`src/rtl/alu_pkg.sv`:
```
// Shared types for the multi-cycle ALU: opcode and FSM state encodings, overflow helper.
// Latency: n/a (types and pure functions only).
// Backpressure: n/a.
`ifndef DATA_WIDTH
`define DATA_WIDTH 4
`endif

package alu_pkg;

  localparam int DATA_WIDTH = `DATA_WIDTH;

  typedef enum logic [2:0] {
    OP_ADD = 3'd0,
    OP_SUB = 3'd1,
    OP_AND = 3'd2,
    OP_OR  = 3'd3,
    OP_XOR = 3'd4,
    OP_SHL = 3'd5,
    OP_SHR = 3'd6,
    OP_MUL = 3'd7
  } op_e;

  typedef enum logic [1:0] {
    IDLE     = 2'd0,
    MUL_BUSY = 2'd1,
    DONE     = 2'd2
  } state_e;

  // Two's-complement overflow: operands agree in sign but the result does not.
  // For SUB the caller passes the inverted sign of B.
  function automatic logic add_ovf(input logic sign_a, input logic sign_b, input logic sign_r);
    return (sign_a == sign_b) && (sign_r != sign_a);
  endfunction

endpackage

```
`src/rtl/alu_mc_mul.sv`:
```
// Unsigned shift-add multiplier, one partial product per cycle.
// Latency: done pulses WIDTH cycles after the start edge; prod is valid while done is high and after.
// Backpressure: none; start while busy is ignored.
module mul_shift_add #(
  parameter int WIDTH = 4
) (
  input  logic               clk,
  input  logic               rst_n,
  input  logic               start,
  input  logic [WIDTH-1:0]   a,
  input  logic [WIDTH-1:0]   b,
  output logic               done,
  output logic [2*WIDTH-1:0] prod
);

  localparam int CW = $clog2(WIDTH + 1);

  logic               busy_q;
  logic               done_q;
  logic [CW-1:0]      cnt_q;
  logic [2*WIDTH-1:0] acc_q;
  logic [2*WIDTH-1:0] mcand_q;
  logic [WIDTH-1:0]   mplier_q;

  // Load operands on start, then add one shifted multiplicand per cycle for WIDTH cycles.
  always_ff @(posedge clk or negedge rst_n) begin
    if (!rst_n) begin
      busy_q   <= 1'b0;
      done_q   <= 1'b0;
      cnt_q    <= '0;
      acc_q    <= '0;
      mcand_q  <= '0;
      mplier_q <= '0;
    end else begin
      done_q <= 1'b0;
      if (!busy_q) begin
        if (start) begin
          busy_q   <= 1'b1;
          cnt_q    <= '0;
          acc_q    <= '0;
          mcand_q  <= {{WIDTH{1'b0}}, a};
          mplier_q <= b;
        end
      end else begin
        if (mplier_q[0]) begin
          acc_q <= acc_q + mcand_q;
        end
        mcand_q  <= mcand_q << 1;
        mplier_q <= mplier_q >> 1;
        cnt_q    <= cnt_q + CW'(1);
        if (cnt_q == CW'(WIDTH - 1)) begin
          busy_q <= 1'b0;
          done_q <= 1'b1;
        end
      end
    end
  end

  assign done = done_q;
  assign prod = acc_q;

endmodule

```
`src/rtl/alu_mc.sv`:
```
// Sequential ALU with opcode select, registered result/flags and valid/ready on both sides.
// Latency: 1 cycle for ADD/SUB/logic/shift ops, WIDTH+1 cycles for MUL.
// Backpressure: result held while out_ready is low; in_ready drops until the result drains.
module alu_mc
  import alu_pkg::*;
#(
  parameter int WIDTH = alu_pkg::DATA_WIDTH,
  parameter int OPW   = 3
) (
  input  logic             clk,
  input  logic             rst_n,
  input  logic             in_valid,
  output logic             in_ready,
  input  logic [OPW-1:0]   op,
  input  logic [WIDTH-1:0] ain,
  input  logic [WIDTH-1:0] bin,
  output logic             out_valid,
  input  logic             out_ready,
  output logic [WIDTH-1:0] out,
  output logic             c,
  output logic             z,
  output logic             n,
  output logic             v
);

  localparam int SW = $clog2(WIDTH);

  state_e           state_q;
  logic             rdy_en_q;
  logic [WIDTH-1:0] out_q;
  logic             c_q, z_q, n_q, v_q;

  logic             accept;
  logic             is_mul;
  logic             mul_done;
  logic [2*WIDTH-1:0] prod;

  logic [SW-1:0]    sh;
  logic [WIDTH:0]   sum_w, diff_w, shl_w, shr_w;
  logic [WIDTH-1:0] res_d;
  logic             c_d, v_d;

  // in_ready is held low through reset and the first cycle after release.
  assign in_ready  = rdy_en_q && ((state_q == IDLE) || ((state_q == DONE) && out_ready));
  assign accept    = in_valid && in_ready;
  assign is_mul    = (op_e'(op) == OP_MUL);
  assign out_valid = (state_q == DONE);

  // The multiplier captures its own copy of the operands, so later input changes are ignored.
  mul_shift_add #(.WIDTH(WIDTH)) u_mul (
    .clk   (clk),
    .rst_n (rst_n),
    .start (accept && is_mul),
    .a     (ain),
    .b     (bin),
    .done  (mul_done),
    .prod  (prod)
  );

  // Extra top bit carries the carry/borrow or the last bit shifted out.
  assign sh     = bin[SW-1:0];
  assign sum_w  = {1'b0, ain} + {1'b0, bin};
  assign diff_w = {1'b0, ain} - {1'b0, bin};
  assign shl_w  = {1'b0, ain} << sh;
  assign shr_w  = {ain, 1'b0} >> sh;

  // Single-cycle result and carry/overflow for the opcode at the input.
  always_comb begin
    res_d = '0;
    c_d   = 1'b0;
    v_d   = 1'b0;
    case (op_e'(op))
      OP_ADD: begin
        res_d = sum_w[WIDTH-1:0];
        c_d   = sum_w[WIDTH];
        v_d   = add_ovf(ain[WIDTH-1], bin[WIDTH-1], sum_w[WIDTH-1]);
      end
      OP_SUB: begin
        res_d = diff_w[WIDTH-1:0];
        c_d   = diff_w[WIDTH];
        v_d   = add_ovf(ain[WIDTH-1], ~bin[WIDTH-1], diff_w[WIDTH-1]);
      end
      OP_AND: res_d = ain & bin;
      OP_OR:  res_d = ain | bin;
      OP_XOR: res_d = ain ^ bin;
      OP_SHL: begin
        res_d = shl_w[WIDTH-1:0];
        c_d   = shl_w[WIDTH];
      end
      OP_SHR: begin
        res_d = shr_w[WIDTH:1];
        c_d   = shr_w[0];
      end
      default: begin
        res_d = '0;
      end
    endcase
  end

  // Control FSM with registered result and flags.
  always_ff @(posedge clk or negedge rst_n) begin
    if (!rst_n) begin
      state_q  <= IDLE;
      rdy_en_q <= 1'b0;
      out_q    <= '0;
      c_q      <= 1'b0;
      z_q      <= 1'b0;
      n_q      <= 1'b0;
      v_q      <= 1'b0;
    end else begin
      rdy_en_q <= 1'b1;
      if (accept) begin
        if (is_mul) begin
          state_q <= MUL_BUSY;
        end else begin
          state_q <= DONE;
          out_q   <= res_d;
          c_q     <= c_d;
          z_q     <= (res_d == '0);
          n_q     <= res_d[WIDTH-1];
          v_q     <= v_d;
        end
      end else begin
        case (state_q)
          MUL_BUSY: begin
            if (mul_done) begin
              state_q <= DONE;
              out_q   <= prod[WIDTH-1:0];
              c_q     <= |prod[2*WIDTH-1:WIDTH];
              z_q     <= (prod[WIDTH-1:0] == '0);
              n_q     <= prod[WIDTH-1];
              v_q     <= 1'b0;
            end
          end
          DONE: begin
            if (out_ready) begin
              state_q <= IDLE;
            end
          end
          default: begin
            state_q <= state_q;
          end
        endcase
      end
    end
  end

  assign out = out_q;
  assign c   = c_q;
  assign z   = z_q;
  assign n   = n_q;
  assign v   = v_q;

endmodule

```
`config.mk`:
```
export PLATFORM = sky130hd
export DESIGN_NAME = alu_mc
export DESIGN_NICKNAME = d
export VERILOG_FILES = /design/src/rtl/alu_pkg.sv /design/src/rtl/alu_mc_mul.sv /design/src/rtl/alu_mc.sv
export SDC_FILE = /design/constraint.sdc
export NUM_CORES = 1
export LEC_CHECK = 0
export ABC_AREA = 1
export ABC_CLOCK_PERIOD_IN_PS = 4500
export CAP_MARGIN = 40
export CORE_ASPECT_RATIO = 1.5
export CORE_UTILIZATION = 55
export DETAILED_ROUTE_END_ITERATION = 10
export PLACE_DENSITY = 0.77
export SETUP_SLACK_MARGIN = 0.3
export SLEW_MARGIN = 20
export SYNTH_ARGS = -nofsm -noshare
export SYNTH_HDL_FRONTEND = slang
export SYNTH_HIERARCHICAL = 1
export SYNTH_SLANG_ARGS = --single-unit
```
`constraint.sdc`:
```
create_clock -name clk -period 4.5 [get_ports clk]
set_input_delay 0.675 -clock clk [delete_from_list [all_inputs] [get_ports clk]]
set_output_delay 0.675 -clock clk [all_outputs]
set_load 0.005 [all_outputs]
```
# --- Word level (Yosys, flattened, before mapping) ---
# Index checks and enable logic that the tools add are counted.
totals:
  ff_bits: 36
  elab_cells: 102
  inputBits: 15
  output_inout_bits: 10
op_classes:
  bitwise_logic: 4
  n_shift: 2
  n_addsub: 4
  n_mux: 42
  n_eq_ne: 18
  reduce_logical: 19
ops:
  columns: ["op", "n"]
  rows:
  - ["two-way mux 8 bit", 5]
  - ["case mux 4 bit (7 select lines)", 1]
  - ["two-way mux 4 bit", 6]
  - ["two-way mux 1 bit", 21]
  - ["== test 3 bit (second input constant)", 4]
  - ["== test 3 x 2 -> 1 bit (second input constant)", 3]
  - ["adder 8 bit", 1]
  - ["logical NOT 4 bit", 2]
  - ["two-way mux 2 bit", 4]
  - ["logical AND 1 bit", 6]
  - ["two-way mux 3 bit", 2]
  - ["AND reduction 3 bit", 2]
  - ["nonzero test 2 bit", 3]
  - ["adder 4 x 4 -> 5 bit", 1]
  - ["left shift 4 x 2 -> 5 bit", 1]
  - ["right shift 5 x 2 -> 5 bit", 1]
  - ["subtractor 4 x 4 -> 5 bit", 1]
  - ["AND 4 bit", 1]
  - ["inequality test 2 bit (second input constant)", 2]
  - ["OR 4 bit", 1]
  - ["case mux 1 bit (4 select lines)", 1]
  - ["case mux 2 bit (2 select lines)", 1]
  - ["OR reduction 4 bit", 1]
  - ["bitwise XOR 4 bit", 1]
  - ["15 further kinds", 17]

# --- Longest topological paths before layout ---
logic_depth:
  depth_word: 8
  depth_mapped: 14
  depth_no_buf: 14

# --- By module ---
# Netlist, hierarchy kept.
by_module_without_submodules:
  columns: ["mod", "area_each_um2", "instances", "cells_each", "seq_area_each_um2"]
  rows:
  - ["alu_mc", 1371.3, 1, 214, 250.2]
  - ["mul_shift_add", 1295.0, 1, 146, 625.6]

# --- Worst setup path before layout ---
# OpenSTA, ideal clock, no wires.
synth_timing:
  kind: "input -> register"
  startpoint: "input ain[0]"
  endpoint: "register z_q, in the netlist z"
  setup_ns: 0.073
  path_buffers: 0
  setup_slack_ns: 2.476
  arrival_ns: 1.951
  cell_stages: 10
  path_cell_list: "ha_1 > inv_1 > fa_1 > nand3b_1 > nand2_1 > nor2_1 > nand3_1 > nor2_1 > nand3_2 > a21oi_2"
synth_between:
  elab_chain_len: 5
synth_lines:
  columns: ["element", "line", "rtl"]
  rows:
  - ["start, declared", "alu_mc.sv:15", "input logic [WIDTH-1:0] ain,"]
  - ["subtractor 4 x 4 -> 5 bit (tied with other cells)", "alu_mc.sv:63", "assign diff_w = {1'b0, ain} - {1'b0, bin};"]
  - ["case mux 4 bit (7 select lines) *", "alu_mc.sv:72", "case (op_e'(op))"]
  - ["logical NOT 4 bit *", "alu_mc.sv:119", "z_q <= (res_d == '0);"]
  - ["two-way mux 1 bit *", "alu_mc.sv:113", "if (is_mul) begin"]
  - ["two-way mux 1 bit *", "alu_mc.sv:112", "if (accept) begin"]
  - ["end signal, assigned", "alu_mc.sv:119", null]
  - ["end signal, assigned", "alu_mc.sv:130", "z_q <= (prod[WIDTH-1:0] == '0);"]
  - ["end, declared", "alu_mc.sv:31", "logic c_q, z_q, n_q, v_q;"]
# Mark *: on every way between the ends. The rest lies on a longest branch, timed or not. The select of a mux whose other input is x is not followed.
# A chain may end at the register's enable or synchronous reset.

# --- Worst setup path after layout ---
layout_timing:
  startpoint: "input bin[0]"
  endpoint: "register z_q, in the netlist z"
layout_between:
  elab_chain_len: 5
layout_lines:
  columns: ["element", "line", "rtl"]
  rows:
  - ["start, declared", "alu_mc.sv:16", "input logic [WIDTH-1:0] bin,"]
  - ["subtractor 4 x 4 -> 5 bit (tied with other cells)", "alu_mc.sv:63", null]
  - ["case mux 4 bit (7 select lines) *", "alu_mc.sv:72", null]
  - ["logical NOT 4 bit *", "alu_mc.sv:119", null]
  - ["two-way mux 1 bit *", "alu_mc.sv:113", null]
  - ["two-way mux 1 bit *", "alu_mc.sv:112", null]
# Marked as above.

==> impl_results.md <==
* # IOs at 25
* Simple-gate share of the synthesized area at 0.309
* Post-Syn Nets at 400
* Worst EP arrival at ~3 ns
* Fin cells at 449
* CTS root buf: clkbuf_8
* Crit path time final at around 2.8 ns
* Slowest CP cell: clkdlybuf4s50_1
* Status: complete, no violations
* Min-delay src: c
* Rel. slew slack at 0.475
* Worst slew pin tran at about 0.8 ns
* Placed insts at 442
* Fin. Hold Viols at 0
* First-pass detailed-route iteration total at 4
* Worst-path cell chain: clkdlybuf4s50_1 > ha_1 > inv_1 > fa_1 > nand3b_1 > nand2_1 > nor2_1 > nand3_1 > nor2_1 > nand3_2 > a21oi_2
* Post-synth EDFFs at 0
* Synth Area in Compound Gates at 0.121
* Critical path's top delay family: adder cells
* Number of global-route vias before repair at around 2300
* Hold/Removal Path Class: reg -> reg
* CP endpoint kind: flip-flop
* Synthesized flop and latch total at 35
* Mean Syn Cell Area at 7.41 um^2
* CP Max Fanout at 8
* DP Wirelength at 4930 um
* Setup_tns at 0 ns
* Adder-cell area share of the yosys netlist at 0.126
* CP startpoint: bin[0]
* Yosys top cell by area: dfrtp_1
* Post-synthesis mux area share at 0
* Post-Layout Inst Area at 3020 um^2
* Final hold slack at 0.489 ns
* Clk_lat worst skew at about 0.28 ns
* CP Class: in -> reg
* Die area at 5140 um^2
* Layout cells sized above 1 at 0.117
* Max Clock Freq at 354 MHz
* Rows at 30
* Post-synth cell types at 33
* Syn. warnings at 6
* Period utilisation layout at 0.628
* Post-Route WL at 5980 um
* Slew Viols, Final at 0
* Via count at 2440
* Worst stage delay on the critical path at ~0.65 ns
* Sink Count at 35
* Antenna violations before repair at 0
* Post-Synth XOR/XNOR Area at 0.0131
* Reg clk slew, reported paths at around 0.06 ns
* Critical Path RT at about 4.7 ns
* Origin of the critical flop-to-flop path: state_q[1]
* Final layout net count at 425
* Register area share after synthesis at 0.328
* Largest family of logic cells by synthesized area: simple AND/OR/NAND/NOR gates
* Largest cells by area after synthesis: dfrtp_1, nand2_1, ha_1, nand3_1, inv_1
* Cell Area, Placed at 2940 um^2
* Pin count of the biggest net entering global routing at 36
* 1st-iter DRT viols at 100
* Crit path buf inv count at 2
* Avg WL per Cell at 13.3 um
* GRT Util Overall at 0.267
* Multi-input logic area at 1520 um^2
* CP most frequent cell: nor2_1
* Initial Utilization at 0.582
* RSZ-0062 raised after global routing: no
* # setup viols final at 0
* Final Power at 0.000639 W
* Cell with the most instances after synthesis: nand2_1
* Yosys top cell area share at 0.328
* Total grt overflow at 0
* Port bufs at 24
* Clock Path Buffers at 2
* TritonCTS Buffers at 5
* Global-route wire length before repair at a little over 10000 um
* Asr flop ratio synth at 1.00
* TritonCTS clock tree: built
* Power Density at 211 nW/um^2
* Synthesized area at 2670 um^2
* Most instantiated cells after synthesis: nand2_1, inv_1, nand3_1
* Die height at 87.3 um
* Register area at 876 um^2
* Clock Skew at just over 0.006 ns
* CTS Hold Bufs at 0
* Post-CTS Resized at 0
* DRT antenna net count at 0
* Placer Congestion at 0.942
* Max Cap Violations at 0
* # H-tree levels at 2
* Number of remaining DRC errors at 0
* Antenna Cells at 0
* Lkg Pwr at 1.48 nW
* Area Overhead vs Synth at 13.4%
* Critical Path Source Type: input port
* Worst VDD drop at 0.000164 V
* CORE AREA at 4580 um^2
* Via density at 5.43
* Setup repair bufs after CTS at 0
* Filler instances at 430
* Die Width at slightly below 60 um
* Post-synth top flop: dfrtp_1
* Post-Syn Instances at 360
[cell type report]
| class | instances | share of cell area |
|---|---|---|
| inverters | 56 | 0.0703 |
| multi-input cells | 262 | 0.503 |
| clock inverters | 1 | 0.00165 |
| clock buffers | 6 | 0.0273 |
| flip-flops and latches | 35 | 0.290 |
| repair buffers | 25 | 0.0819 |
| well taps | 64 | 0.0265 |
[metal layers]
layer	up-vias	share of wire	track usage
met1	1130	0.39	0.293
li1	1216	-	-
met5	-	0	0
met3	27	0.034	0.0267
met2	67	0.52	0.480
met4	0	0.055	0.167
[cells in the final DEF (no fill, tap or decap), types with 6 or more instances in the layout]
cell and count:
o21ai_1 10, a21oi_1 14, clkbuf_8 6, nor2_1 21
nand3_1 37, nand2_1 93, inv_2 14, nand2_2 6
dfrtp_1 35, o21ai_0 12, inv_1 40, clkdlybuf4s50_1 24
ha_1 22
[state kept, by name, summed over array words and instances, names as in the netlist]
signal          flops
u_mul/cnt_q         3
out                 4
u_mul/mplier_q      4
u_mul/busy_q        1
state_q             2
u_mul/prod          8
rdy_en_q            1
v                   1
u_mul/done          1
u_mul/mcand_q       8
z                   1
c                   1
[final timing paths]
check,slack [ns],endpoint,depth (start not counted)
worst min register to register,0.49,c,2
worst min-delay path,0.49,c,2
max in group asynchronous,3.39,u_mul/cnt_q[0],2
min in group asynchronous,0.80,state_q[1],2
worst max-delay path,1.67,z,11
worst max register to register,2.39,u_mul/prod[0],9
[cell families after synthesis]
| group | Yosys count |
|---|---|
| other | 1 |
| XOR/XNOR | 4 |
| AND/OR/NAND/NOR | 178 |
| adder cells (fa/ha/maj) | 25 |
| flip-flops | 35 |
| AO/OA/AOI/OAI | 54 |
| buffers and inverters | 63 |
[stage by stage]
stage / util / setup slack [ns]
6_report: 0.660 / 1.67
5_1_grt: 0.660 / 1.53
4_1_cts: 0.660 / 1.68
3_5_place_dp: 0.641 / 1.40
3_3_place_gp: 0.641 / 1.40
2_1_floorplan: - / 2.48
[report_power, final]
group / switching, W / leakage [nW] / total (W) / internal (W)
combinational: 0.0000661 / 1.08 / 0.000103 / 0.0000368
clock: 0.000101 / 0.0470 / 0.000221 / 0.000120
sequential: 0.000000238 / 0.351 / 0.000315 / 0.000315
[worst min-delay path, cell delays in order (launching register included)]
cell	delay, ns
dfrtp_1	0.34
nand2_1	0.05
o21ai_1	0.06
Note: power is estimated with default switching activity, not from simulation.
